**config.mk**
```make
export PLATFORM = sky130hd
export DESIGN_NAME = key_debounce
export DESIGN_NICKNAME = d
export VERILOG_FILES = /design/src/rtl/key_debounce.sv
export SDC_FILE = /design/constraint.sdc
export NUM_CORES = 1
export LEC_CHECK = 0
export CAP_MARGIN = 20
export CORE_MARGIN = 2
export CORE_UTILIZATION = 60
export CTS_BUF_LIST = sky130_fd_sc_hd__clkbuf_16
export DETAILED_ROUTE_END_ITERATION = 10
export GPL_TIMING_DRIVEN = 0
export PLACE_DENSITY_LB_ADDON = 0.08
export REMOVE_ABC_BUFFERS = 1
export SLEW_MARGIN = 20
export SYNTH_ARGS = -nofsm -noshare
export SYNTH_HDL_FRONTEND = slang
export SYNTH_SLANG_ARGS = --single-unit
```
**constraint.sdc**
```tcl
create_clock -name sysclk -period 3.85 [get_ports sysclk]
set_clock_uncertainty 0.15 [all_clocks]
set_input_delay 0.9625 -clock sysclk [delete_from_list [all_inputs] [get_ports sysclk]]
set_output_delay 0.9625 -clock sysclk [all_outputs]
set_load 0.05 [all_outputs]
```
**src/rtl/key_debounce.sv**
```systemverilog
// key_debounce: five-key pushbutton front end.
// Each active-low raw key is synchronized, debounced by its own stable-cycle
// counter, and turned into an active-high level plus a one-cycle press pulse.
// Optional build macro KEY_REPEAT_EN adds auto-repeat: a shared counter and a
// two-state FSM re-pulse the single held key after REPEAT_DELAY cycles and then
// every REPEAT_PERIOD cycles. With the macro undefined, one pulse per press.
module key_debounce #(
    parameter int DEBOUNCE_CNT  = 500000,
    parameter int REPEAT_DELAY  = 25000000,
    parameter int REPEAT_PERIOD = 5000000
) (
    input  logic       sysclk,
    input  logic       rst,
    input  logic [4:0] KeyRaw,
    output logic [4:0] KeyLevel,
    output logic [4:0] KeyPress
);

    localparam int NK = 5;
    localparam int CW = $clog2(DEBOUNCE_CNT + 1);
    localparam logic [CW-1:0] CNT_LAST = CW'(DEBOUNCE_CNT - 1);
    localparam logic [CW-1:0] CNT_ONE  = CW'(1);

    logic [4:0]    sync1;
    logic [4:0]    sync2;
    logic [CW-1:0] cnt     [NK];
    logic [CW-1:0] cnt_nxt [NK];
    logic [4:0]    level_nxt;
    logic [4:0]    rise;
    logic [4:0]    rpt_press;

    // Two-flop synchronizer; reset value is all keys released (raw high)
    always_ff @(posedge sysclk) begin
        if (rst) begin
            sync1 <= 5'b11111;
            sync2 <= 5'b11111;
        end else begin
            sync1 <= KeyRaw;
            sync2 <= sync1;
        end
    end

    // Per-key debounce: count cycles of disagreement, toggle level on the last one
    always_comb begin
        level_nxt = KeyLevel;
        for (int i = 0; i < NK; i++) begin
            cnt_nxt[i] = '0;
            if (~sync2[i] == KeyLevel[i]) begin
                cnt_nxt[i] = '0;
            end else if (cnt[i] == CNT_LAST) begin
                level_nxt[i] = ~KeyLevel[i];
                cnt_nxt[i]   = '0;
            end else begin
                cnt_nxt[i] = cnt[i] + CNT_ONE;
            end
        end
        rise = level_nxt & ~KeyLevel;
    end

    // Debounce counters and accepted key levels
    always_ff @(posedge sysclk) begin
        if (rst) begin
            for (int i = 0; i < NK; i++) begin
                cnt[i] <= '0;
            end
            KeyLevel <= '0;
        end else begin
            for (int i = 0; i < NK; i++) begin
                cnt[i] <= cnt_nxt[i];
            end
            KeyLevel <= level_nxt;
        end
    end

`ifdef KEY_REPEAT_EN
    typedef enum logic {
        IDLE = 1'b0,
        HOLD = 1'b1
    } rpt_state_t;

    localparam logic [24:0] DELAY_LAST  = 25'(REPEAT_DELAY - 1);
    localparam logic [24:0] PERIOD_LAST = 25'(REPEAT_PERIOD - 1);
    localparam logic [24:0] RPT_ONE     = 25'(1);

    rpt_state_t  state;
    rpt_state_t  state_nxt;
    logic [24:0] rpt_cnt;
    logic [24:0] rpt_cnt_nxt;
    logic        rpt_fire;
    logic        level_change;
    logic        single_key;

    // Repeat FSM state and shared interval counter
    always_ff @(posedge sysclk) begin
        if (rst) begin
            state   <= IDLE;
            rpt_cnt <= '0;
        end else begin
            state   <= state_nxt;
            rpt_cnt <= rpt_cnt_nxt;
        end
    end

    // Repeat decisions: any level change or not-exactly-one key restarts from IDLE
    always_comb begin
        state_nxt    = state;
        rpt_cnt_nxt  = rpt_cnt;
        rpt_fire     = 1'b0;
        level_change = (level_nxt != KeyLevel);
        single_key   = $onehot(KeyLevel);
        if (level_change || !single_key) begin
            state_nxt   = IDLE;
            rpt_cnt_nxt = '0;
        end else begin
            case (state)
                IDLE: begin
                    if (rpt_cnt == DELAY_LAST) begin
                        state_nxt   = HOLD;
                        rpt_cnt_nxt = '0;
                        rpt_fire    = 1'b1;
                    end else begin
                        rpt_cnt_nxt = rpt_cnt + RPT_ONE;
                    end
                end
                HOLD: begin
                    if (rpt_cnt == PERIOD_LAST) begin
                        rpt_cnt_nxt = '0;
                        rpt_fire    = 1'b1;
                    end else begin
                        rpt_cnt_nxt = rpt_cnt + RPT_ONE;
                    end
                end
                default: begin
                    state_nxt   = IDLE;
                    rpt_cnt_nxt = '0;
                end
            endcase
        end
        rpt_press = rpt_fire ? KeyLevel : 5'b00000;
    end
`else
    assign rpt_press = 5'b00000;
`endif

    // Press pulse: new accepted presses plus any repeat pulse on the held key
    always_ff @(posedge sysclk) begin
        if (rst) begin
            KeyPress <= '0;
        end else begin
            KeyPress <= rise | rpt_press;
        end
    end

endmodule

```
==> results.py <==
metrics = {
    "synthesis": {
        "synth_compound_gate_area_share": 0.0824,
        "synth_xor_xnor_area_share": 0.112,
        "syn_inst": 555,
        "ys_seq_area_frac": 0.465,
        "synth_flop_cell": "dfxtp_1",
        "synth_fa_ha_area_frac": 0.0126,
        "muxShareOfSynthArea": 0,
        "synth-simple-area-share": 0.307,
        "synth_top_family_by_area": "simple AND/OR/NAND/NOR gates",
        "ys_async_sr_fraction": 0,
        "synth_cell_types": 38,
        "synth_edf_count": 0,
        "synth_area_per_cell_um2": 8.91,
        "syn-cell-area_um2": 4950,
        "yosys_register_bits": 115,
        "yosysWarnings": 0,
    },
    "final_layout": {
        "num_antenna_cells": 0,
        "final_cell_mix": "dfxtp_1, nor2_1, xnor2_1, nand3_1, a21oi_1",
        "fin_nets": 592,
        "mostFrequentLayoutCell": "dfxtp_1",
        "final_util": 0.710,
        "fill_cells": 659,
        "drive_gt1_frac": 0.0828,
        "area_growth_pct": 16.1,
    },
    "global_routing": {
        "grt_pass1_vias": 3771,
        "grt_first_pass_wirelength_mm": 16.4,
        "antenna_found_initial": 0,
        "grt-ovfl-total": 0,
        "grt_start_max_net_pins": 26,
        "gr-usage-all-layers": 0.232,
    },
    "cts": {
        "cts_resized": 0,
        "cts_tree": "done",
        "cts_sinks": 115,
        "hold_buffers": 0,
        "post_cts_buffers": 0,
        "cts_root_buf": "clkbuf_16",
        "clk_pin_slew_ps": 50,
        "clock_path_buffers": 2,
        "cts_buffers": 17,
        "htreeDepth": 4,
        "clock_latency_ps": 400,
    },
    "worst_setup_path": {
        "rr_startpoint": "cnt[0][38]$_SDFF_PP0_",
        "cp-endpoint": "KeyLevel[3]",
        "cp_num_buf_inv": 1,
        "crit_required_ps": 2740,
        "cpPeakStageDelay_ps": 850,
        "cp.depth": 1,
        "crit_arrival_ps": 1610,
        "r2r_setup_slack_ps": 1470,
        "end_kind": "output port",
        "path_delay_family": "buffers and inverters",
        "startpoint": "KeyLevel[3]$_SDFF_PP0_",
        "path_class": "flop to output port",
        "rr_worst_depth": 5,
        "startpoint_type": "flop",
        "r2r-end": "cnt[0][50]$_SDFF_PP0_",
        "worst_path_max_delay_cell": "clkdlybuf4s50_1",
        "worstPathCellList": "clkdlybuf4s50_1",
        "crit_fanout": 4,
    },
    "placed_design": {
        "io_buffers": 16,
        "dp_slack_ps": 928,
        "dp_hpwl_mm": 6.36,
        "gp_routability_congestion": 0.786,
    },
    "timing": {
        "rsz0062_at_grt": "false",
        "setup_viol": 0,
        "holdWs_ps": 256,
        "tightestPinTransition_ps": 805,
        "period_minus_slack_ps": 2720,
        "finalCritPeriodShare": 0.707,
        "tns_ps": 0,
        "slew-limit-headroom": 0.462,
        "fmax_ghz": 0.367,
        "hold_violations": 0,
        "slew_viol_final": 0,
        "finalWorstSetupSlack_ps": 1130,
    },
    "job": {
        "maxCapViolCount": 0,
    },
    "die": {
        "die_height_um": 94.8,
        "dieArea_um2": 8990,
        "die_x_um": 94.8,
        "io_pins": 17,
        "rows": 33,
        "start_util": 0.611,
        "core-area_um2": 8090,
    },
    "routing": {
        "viasPerCell": 5.81,
        "wire_per_inst_um": 13.9,
        "vias": 4053,
        "ant_nets": 0,
        "firstDrtPassIters": 4,
        "drcViolationCount": 0,
        "drt_iter0_drc": 148,
        "wirelength_mm": 9.70,
    },
    "hold_path": {
        "min_path_type": "flop to flop",
    },
    "power_and_ir_drop": {
        "powerDensity_nw_per_um2": 465,
        "leakagePower_nw": 1.74,
        "ir_drop_v": 0.000308,
    },
    "status": {
        "status": "finished, final reports clean",
    },
}
==> metrics by stage <==
step	instance area, um^2	total power [mW]	cells
2_1_floorplan	4890	1.24	545
3_3_place_gp	5180	1.25	666
3_5_place_dp	5190	1.25	666
4_1_cts	5740	2.70	697
5_1_grt	5740	2.76	697
6_report	5740	2.67	697
==> final cells by class <==
type	count	area, um^2	share of cell area
sequential	115	2300	0.401
clock inverter	14	125	0.0218
tap	105	131	0.0229
timing repair buffer	16	160	0.0279
multi-input combinational	418	2550	0.445
inverter	12	45.0	0.00784
clock buffer	17	425	0.0741
==> worst min-delay path by stage <==
| stage | cells after the start | end | slack [ps] | from |
|---|---|---|---|---|
| after floorplan | 1 | sync2[0]$_SDFF_PP1_ | 240 | sync1[0]$_SDFF_PP1_ |
| after global placement | 1 | sync2[1]$_SDFF_PP1_ | 240 | sync1[1]$_SDFF_PP1_ |
| after detailed placement | 1 | sync2[2]$_SDFF_PP1_ | 240 | sync1[2]$_SDFF_PP1_ |
| after CTS | 1 | sync2[2]$_SDFF_PP1_ | 260 | sync1[2]$_SDFF_PP1_ |
| after global routing | 1 | sync2[4]$_SDFF_PP1_ | 270 | sync1[4]$_SDFF_PP1_ |
| final | 1 | sync2[2]$_SDFF_PP1_ | 260 | sync1[2]$_SDFF_PP1_ |
==> power breakdown <==
group | switching [mW] | internal, mW
clock | 0.511 | 0.930
combinational | 0.0147 | 0.0123
sequential | 0.00380 | 1.20
==> registers in the layout, indices dropped and copies added (netlist names) <==
register	count
KeyLevel	5
KeyPress	5
cnt	95
sync1	5
sync2	5
==> cell usage after synthesis, types with 2 or more instances <==
cell	instances	area, um^2
nor4b_1	5	43.8
inv_1	12	45.0
clkbuf_1	5	18.8
o21ai_1	3	15.0
or4_1	15	113
and4_1	7	61.3
nor4_1	14	87.6
nor2_1	79	297
a21oi_1	31	155
xnor2_1	36	315
xor2_1	27	236
ha_1	5	62.6
nand3_1	35	175
nand2_1	28	105
nor3_1	11	55.1
nor3b_1	3	22.5
or2_2	13	81.3
or4b_2	2	20.0
dfxtp_1	115	2300
and3_1	14	87.6
o31ai_1	12	90.1
or3_1	21	131
buf_4	3	22.5
nand4_1	27	169
o41ai_1	2	17.5
o21bai_4	2	37.5
o21ai_0	17	85.1
==> cell families (layout without fill, tap and decap cells) <==
kind of cell,count (synthesis),count (layout)
AOI/OAI and AO/OA,68,68
xor gates and xnor gates,63,63
adders and majority gates,5,5
buffers and inverters,22,59
DFF,115,115
and+or+nand+nor,282,282
==> metal layers <==
| metal | GRT usage | vias up | share of wire |
|---|---|---|---|
| met4 | 0.107 | 0 | 0.014 |
| li1 | - | 2046 | - |
| met3 | 0.0551 | 14 | 0.028 |
| met5 | 0 | - | 0 |
| met1 | 0.293 | 1924 | 0.47 |
| met2 | 0.374 | 69 | 0.49 |
(Power assumes the default switching activity.)
